<file path="config.mk">
export PLATFORM = sky130hd
export DESIGN_NAME = reg_bank_write_arbiter_flat
export DESIGN_NICKNAME = d
export VERILOG_FILES = /design/src/rtl/reg_bank_write_arbiter_if.sv /design/src/rtl/reg_bank_write_arbiter.sv /design/src/flat_wrapper.sv
export SDC_FILE = /design/constraint.sdc
export NUM_CORES = 1
export LEC_CHECK = 0
export CAP_MARGIN = 20
export CORE_AREA = 4 4 66 74
export CTS_BUF_LIST = sky130_fd_sc_hd__clkbuf_8 sky130_fd_sc_hd__clkbuf_16
export DETAILED_ROUTE_END_ITERATION = 12
export DIE_AREA = 0 0 70 78
export HOLD_SLACK_MARGIN = 0.1
export MAX_ROUTING_LAYER = met4
export PLACE_DENSITY_LB_ADDON = 0.05
export SETUP_SLACK_MARGIN = 0.2
export SYNTH_ARGS = -nofsm -noshare
export SYNTH_HDL_FRONTEND = slang
export SYNTH_SLANG_ARGS = --single-unit
</file>
<file path="constraint.sdc">
create_clock -name clk -period 4.05 [get_ports clk]
set_input_delay 0.81 -clock clk [delete_from_list [all_inputs] [get_ports clk]]
set_output_delay 0.81 -clock clk [all_outputs]
set_load 0.02 [all_outputs]
</file>
<file path="src/rtl/reg_bank_write_arbiter_if.sv">
// rtl/reg_bank_write_arbiter_if.sv - requester and register-bank signals of the write arbiter
//
// Purpose: bundles the three-requester write bus and the register-bank load
//          port so the arbiter and its users share one connection.
// Signals:
//   req        3                 per-requester write request, level
//   addr_flat  3*ADDR_W          requester i address at [i*ADDR_W +: ADDR_W]
//   data_flat  3*DATA_W          requester i data at [i*DATA_W +: DATA_W]
//   gnt        3                 one-hot grant, held through WRITE and DONE
//   done       3                 one-cycle completion pulse to the winner
//   err        1                 one-cycle pulse with done for an out-of-range address
//   busy       1                 arbiter is not idle
//   reg_en     NUM_REGS          one-hot register load enable
//   reg_data   DATA_W            register write data
// Modports:
//   master  requester side (drives req/addr/data, observes the rest)
//   slave   arbiter side

interface reg_bank_write_arbiter_if #(
    parameter int DATA_W   = 12,
    parameter int NUM_REGS = 8,
    parameter int ADDR_W   = 3
);
    logic [2:0]          req;
    logic [3*ADDR_W-1:0] addr_flat;
    logic [3*DATA_W-1:0] data_flat;
    logic [2:0]          gnt;
    logic [2:0]          done;
    logic                err;
    logic                busy;
    logic [NUM_REGS-1:0] reg_en;
    logic [DATA_W-1:0]   reg_data;

    modport master (
        output req,
        output addr_flat,
        output data_flat,
        input  gnt,
        input  done,
        input  err,
        input  busy,
        input  reg_en,
        input  reg_data
    );

    modport slave (
        input  req,
        input  addr_flat,
        input  data_flat,
        output gnt,
        output done,
        output err,
        output busy,
        output reg_en,
        output reg_data
    );
endinterface

</file>
<file path="src/rtl/reg_bank_write_arbiter.sv">
// rtl/reg_bank_write_arbiter.sv - round-robin write scheduler for a bank of load-enabled registers
//
// Purpose: serialises write requests from three requesters onto a bank of
//          NUM_REGS registers of DATA_W bits. One transaction takes three
//          cycles (IDLE grant, WRITE load, DONE completion), so at most one
//          register load enable is ever asserted.
// Ports:
//   clk    in   system clock, rising edge
//   reset  in   asynchronous, active-high
//   bus    slave modport of reg_bank_write_arbiter_if
//          (req/addr_flat/data_flat in; gnt/done/err/busy/reg_en/reg_data out)
// Outputs are either registered or decoded from registered state only; no
// combinational path exists from req/addr_flat/data_flat to any output.

module reg_bank_write_arbiter #(
    parameter int DATA_W   = 12,
    parameter int NUM_REGS = 8,
    parameter int ADDR_W   = 3
) (
    input  logic                   clk,
    input  logic                   reset,
    reg_bank_write_arbiter_if.slave bus
);

    localparam int NUM_REQ = 3;

    // Register count widened by one bit so the range compare also works when
    // NUM_REGS == 2**ADDR_W.
    localparam logic [ADDR_W:0] NUM_REGS_EXT = (ADDR_W + 1)'(NUM_REGS);

    typedef enum logic [1:0] {
        IDLE  = 2'd0,
        WRITE = 2'd1,
        DONE  = 2'd2
    } state_t;

    state_t              state_q, state_d;
    logic [1:0]          ptr_q,   ptr_d;
    logic [1:0]          win_q,   win_d;
    logic [2:0]          gnt_q,   gnt_d;
    logic [ADDR_W-1:0]   addr_q,  addr_d;
    logic [DATA_W-1:0]   data_q,  data_d;

    logic                grant_found;
    logic [1:0]          grant_idx;
    logic [ADDR_W-1:0]   addr_sel;
    logic [DATA_W-1:0]   data_sel;
    logic                addr_in_range;
    logic [NUM_REGS-1:0] reg_en_c;

    // ------------------------------------------------------------------
    // Round-robin search: visit requesters ptr, ptr+1, ptr+2 (mod 3) and take
    // the first one with req high. Only meaningful in IDLE.
    // ------------------------------------------------------------------
    always_comb begin
        logic [2:0] sum;
        logic [1:0] cand;
        grant_found = 1'b0;
        grant_idx   = 2'd0;
        sum         = 3'd0;
        cand        = 2'd0;
        for (int k = 0; k < NUM_REQ; k++) begin
            sum = {1'b0, ptr_q} + 3'(k);
            if (sum >= 3'(NUM_REQ)) begin
                sum = sum - 3'(NUM_REQ);
            end
            cand = sum[1:0];
            for (int i = 0; i < NUM_REQ; i++) begin
                if (!grant_found && cand == 2'(i) && bus.req[i]) begin
                    grant_found = 1'b1;
                    grant_idx   = 2'(i);
                end
            end
        end
    end

    // Address/data of the selected requester, picked out of the flat buses.
    always_comb begin
        addr_sel = '0;
        data_sel = '0;
        for (int i = 0; i < NUM_REQ; i++) begin
            if (grant_idx == 2'(i)) begin
                addr_sel = bus.addr_flat[i*ADDR_W +: ADDR_W];
                data_sel = bus.data_flat[i*DATA_W +: DATA_W];
            end
        end
    end

    // ------------------------------------------------------------------
    // State and holding registers. The asynchronous reset aborts a
    // transaction in flight: state returns to IDLE, so the decoded reg_en
    // and done drop at once and no completion is reported.
    // ------------------------------------------------------------------
    always_ff @(posedge clk or posedge reset) begin
        if (reset) begin
            state_q <= IDLE;
            ptr_q   <= 2'd0;
            win_q   <= 2'd0;
            gnt_q   <= 3'd0;
            addr_q  <= '0;
            data_q  <= '0;
        end else begin
            state_q <= state_d;
            ptr_q   <= ptr_d;
            win_q   <= win_d;
            gnt_q   <= gnt_d;
            addr_q  <= addr_d;
            data_q  <= data_d;
        end
    end

    // ------------------------------------------------------------------
    // Next-state logic. addr/data are captured only on the granting edge;
    // the requester may change them afterwards without effect.
    // ------------------------------------------------------------------
    always_comb begin
        state_d = state_q;
        ptr_d   = ptr_q;
        win_d   = win_q;
        gnt_d   = gnt_q;
        addr_d  = addr_q;
        data_d  = data_q;

        unique case (state_q)
            IDLE: begin
                if (grant_found) begin
                    state_d = WRITE;
                    win_d   = grant_idx;
                    gnt_d   = 3'b001 << grant_idx;
                    addr_d  = addr_sel;
                    data_d  = data_sel;
                end
            end

            WRITE: begin
                state_d = DONE;
            end

            DONE: begin
                // Rotating past the winner keeps a requester that holds req
                // high from locking the others out.
                state_d = IDLE;
                gnt_d   = 3'd0;
                ptr_d   = (win_q == 2'd2) ? 2'd0 : win_q + 2'd1;
            end

            default: begin
                state_d = IDLE;
                gnt_d   = 3'd0;
            end
        endcase
    end

    // ------------------------------------------------------------------
    // Output decode from registered state.
    // ------------------------------------------------------------------
    assign addr_in_range = ({1'b0, addr_q} < NUM_REGS_EXT);

    // An out-of-range address matches no register, so the bank sees no load.
    always_comb begin
        reg_en_c = '0;
        for (int r = 0; r < NUM_REGS; r++) begin
            reg_en_c[r] = (state_q == WRITE) && (addr_q == ADDR_W'(r));
        end
    end

    assign bus.gnt      = gnt_q;
    assign bus.done     = gnt_q & {3{state_q == DONE}};
    assign bus.err      = (state_q == DONE) && !addr_in_range;
    assign bus.busy     = (state_q != IDLE);
    assign bus.reg_en   = reg_en_c;
    assign bus.reg_data = data_q;

endmodule

</file>
<file path="src/flat_wrapper.sv">
// flat-port wrapper written by rule: the top's interface ports become plain ports
module reg_bank_write_arbiter_flat 
#(
    parameter int DATA_W   = 12,
    parameter int NUM_REGS = 8,
    parameter int ADDR_W   = 3
)
  (clk, reset, bus_req, bus_addr_flat, bus_data_flat, bus_gnt, bus_done, bus_err, bus_busy, bus_reg_en, bus_reg_data);
  reg_bank_write_arbiter_if #(.DATA_W(DATA_W), .NUM_REGS(NUM_REGS), .ADDR_W(ADDR_W)) bus_i ();
  input  logic clk;
  input  logic reset;
  input wire logic [$bits(bus_i.req)-1:0] bus_req;
  input wire logic [$bits(bus_i.addr_flat)-1:0] bus_addr_flat;
  input wire logic [$bits(bus_i.data_flat)-1:0] bus_data_flat;
  output wire logic [$bits(bus_i.gnt)-1:0] bus_gnt;
  output wire logic [$bits(bus_i.done)-1:0] bus_done;
  output wire logic [$bits(bus_i.err)-1:0] bus_err;
  output wire logic [$bits(bus_i.busy)-1:0] bus_busy;
  output wire logic [$bits(bus_i.reg_en)-1:0] bus_reg_en;
  output wire logic [$bits(bus_i.reg_data)-1:0] bus_reg_data;
  assign bus_i.req = bus_req;
  assign bus_i.addr_flat = bus_addr_flat;
  assign bus_i.data_flat = bus_data_flat;
  assign bus_gnt = bus_i.gnt;
  assign bus_done = bus_i.done;
  assign bus_err = bus_i.err;
  assign bus_busy = bus_i.busy;
  assign bus_reg_en = bus_i.reg_en;
  assign bus_reg_data = bus_i.reg_data;
  reg_bank_write_arbiter #(.DATA_W(DATA_W), .NUM_REGS(NUM_REGS), .ADDR_W(ADDR_W)) u_core (.clk(clk), .reset(reset), .bus(bus_i));
endmodule
</file>
==> metrics <==
gpl congestion 0.741; layout cells sized above 1 0.0515; filler cell count 420; pwr/cell area 701 nW/um^2; Pre-antenna DRT Iters 4; VDD IR max around 250 uV; CTS Hold Bufs 0; CTS resizes 0; crit path buf inv count 1; TritonCTS clock tree done; mux contribution to synthesized area 0.0221; Initial Utilization 0.337; Synth Area in Adders 0.0177; Clock Tree Buf Depth 2; clock sinks 24; largest net degree at the start of global routing 25; routed vias/inst 4.90; Synth Area in Compound Gates 0.242; #FFs+latches synth 24; hpwl dp 3240 um; MaxCap Viol Count 0; worst clock skew 1.54 ps; Final #Nets 286; Hold Path Class reg2reg; Cells after Synth 161; wire per inst 15.0 um; simple logic cell fraction of the synthesized area 0.227; syn avg cell area 8.78 um^2; Tcrit/Tclk final 0.666; total leakage power 0.000898 uW; P&R area growth vs syn 60.9%; vias in the first global route 1,521; Max transition margin 0.309; WL final between 4000 and 5000 um; CTS root buffer clkbuf_8; multi-input logic area approximately 720 um^2; non-filler instance count after layout 287; Final Hold Fails 0; crit-path max FO 6; initial antenna violation count 0; postcts setup bufs 0; Period minus WS final 2700 ps; startpoint types register; RSZ-0062 raised after global routing false; pin slew with the least headroom to its limit ~1000 ps; Max Fclk roughly 370 MHz; status complete, no violations; WS Path Type reg2out; CP required 3240 ps; Post-Syn Area around 1400 um^2; setup violators final 0; Seq/Total Area, Yosys 0.425; YS warnings 0; ANT cells 0; R2R Setup Slk 1850 ps; Buffers on Ports 76; xor-xnor portion of the synthesized cell area 0; Clock Pin Slew Worst Setup and Hold Paths 90 ps; max-slew violations 0; first-pass GRT wire length 7170 um; Chip Height 78 um; DR vias approximately 1,400; # IOs 78; DRC 0; syn nets 213; Placed Cells ~280; final setup TNS 0 ps; crit path DAT between 1500 and 2000 ps; all-layer global routing usage 0.167; Core ar. 4190 um^2; H-tree depth 1; clock latency on the worst-skew pair ~260 ps; grt ovf 0; post-synthesis cell type count 31; CP cell instances nor2b_1 > nand2_1 > nor3_1 > clkdlybuf4s50_1; die area 5460 um^2; delay-heaviest family, CP buffers and inverters; Iteration-0 DRC Markers 48; CTS buffer count 3; CP max-delay cell clkdlybuf4s50_1; CP endpoint kind output port; Reg area 601 um^2; Final ANT Viol Nets 0; floorplan row count 25; largest family of logic cells by synthesized area compound AO/OA/AOI/OAI gates; die width approximately 70 um; slowest cell delay on critical path 630 ps
## worst register-to-register path, cell delays in order (launching register included)
cell and delay [ps]:
dfrtp_1 370, inv_1 50, ha_1 330, nand2b_1 120, a21oi_1 90, o21ai_1 800, o21ai_0 190, o21ai_1 170
## cell usage after synthesis
cell | n | share of area
a211oi_1 | 15 | 0.080
a21oi_1 | 1 | 0.0035
and2_0 | 1 | 0.0044
and2_1 | 17 | 0.075
buf_2 | 1 | 0.0035
buf_4 | 2 | 0.011
buf_6 | 3 | 0.024
clkbuf_1 | 2 | 0.0053
clkbuf_2 | 1 | 0.0035
clkinv_2 | 1 | 0.0035
conb_1 | 1 | 0.0027
dfrtp_1 | 24 | 0.42
ha_1 | 2 | 0.018
inv_1 | 3 | 0.0080
inv_4 | 1 | 0.0044
mux2_2 | 1 | 0.0080
mux2i_1 | 2 | 0.014
nand2_1 | 20 | 0.053
nand2b_1 | 6 | 0.027
nand3b_1 | 1 | 0.0053
nor2_1 | 9 | 0.024
nor2b_1 | 2 | 0.0088
nor3_1 | 5 | 0.018
o211ai_4 | 1 | 0.015
o21a_1 | 1 | 0.0053
o21ai_0 | 23 | 0.081
o21ai_1 | 11 | 0.039
o21ba_2 | 1 | 0.0071
o32ai_2 | 1 | 0.012
or2_1 | 1 | 0.0044
or3_4 | 1 | 0.0080
## per-stage QoR
stage          area [um^2]  total power, uW  utilization  setup WS (ps)  hold slack, ps
5_1_grt               2270             1730        0.543           1220             520
2_1_floorplan         1410             1070            -           2100             461
4_1_cts               2250             1600        0.536           1340             495
3_3_place_gp          2180             1370        0.519           1370             464
6_report              2270             1590        0.543           1350             489
3_5_place_dp          2180             1390        0.519           1290             474
## sequential cells by signal (all words and copies together) (netlist names)
name / count
u_core.ptr_q: 2
u_core.bus.gnt: 3
u_core.bus.reg_data: 12
u_core.state_q: 2
u_core.win_q: 2
u_core.addr_q: 3
## placed cells by master, fill, tap and decap left out
master / n
clkdlybuf4s50_1: 76
dfrtp_1: 24
o21ai_0: 23
nand2_1: 20
and2_1: 17
a211oi_1: 15
o21ai_1: 11
nor2_1: 9
nand2b_1: 6
nor3_1: 5
inv_1: 3
clkbuf_8: 3
nor2b_1: 2
mux2i_1: 2
ha_1: 2
o21ba_2: 1
o211ai_4: 1
inv_4: 1
a21oi_1: 1
o21a_1: 1
or2_1: 1
or3_4: 1
clkinv_2: 1
and2_0: 1
mux2_2: 1
nand3b_1: 1
o32ai_2: 1
conb_1: 1
bufinv_16: 1
buf_16: 1
## where the power goes
part / switching, uW / internal [uW] / total (uW)
Clock: 78.6 / 132 / 211
Combinational: 529 / 419 / 948
Sequential: 77.8 / 357 / 435
Total: 686 / 908 / 1590
## cell type report
type	instances	area share
Inverter	5	0.00990
Tap cell	54	0.0297
Clock inverter	1	0.0132
Timing Repair Buffer	77	0.347
Multi-Input combinational cell	123	0.318
Clock buffer	3	0.0182
Sequential cell	24	0.264
## cells by family after synthesis
kind of cell	Yosys count
other	1
buffers and inverters	14
AND/OR/NAND/NOR	63
adder cells (fa/ha/maj)	2
flip-flops	24
multiplexers	3
AO/OA/AOI/OAI	54
## path summary, 6_finish.rpt
path | startpoint | to | depth (start not counted)
setup / recovery | u_core.state_q[1] | bus_reg_en[2] | 4
hold / removal | u_core.bus.reg_data[7] | u_core.bus.reg_data[7] | 2
setup reg to reg | u_core.ptr_q[0] | u_core.bus.reg_data[2] | 7
hold reg to reg | u_core.bus.reg_data[7] | u_core.bus.reg_data[7] | 2
max in group asynchronous | reset | u_core.addr_q[2] | 3
min in group asynchronous | reset | u_core.bus.reg_data[4] | 2
## metal layers
layer / routed length [um] / part of all wire / GRT usage / vias up
met5: 0 / 0 / - / -
met2: 2230 / 0.52 / 0.284 / 50
met4: 42 / 0.0097 / 0.0402 / 0
met1: 1870 / 0.43 / 0.211 / 652
li1: - / - / - / 701
met3: 167 / 0.039 / 0.0207 / 4
Power figures use the tool's default switching activity.
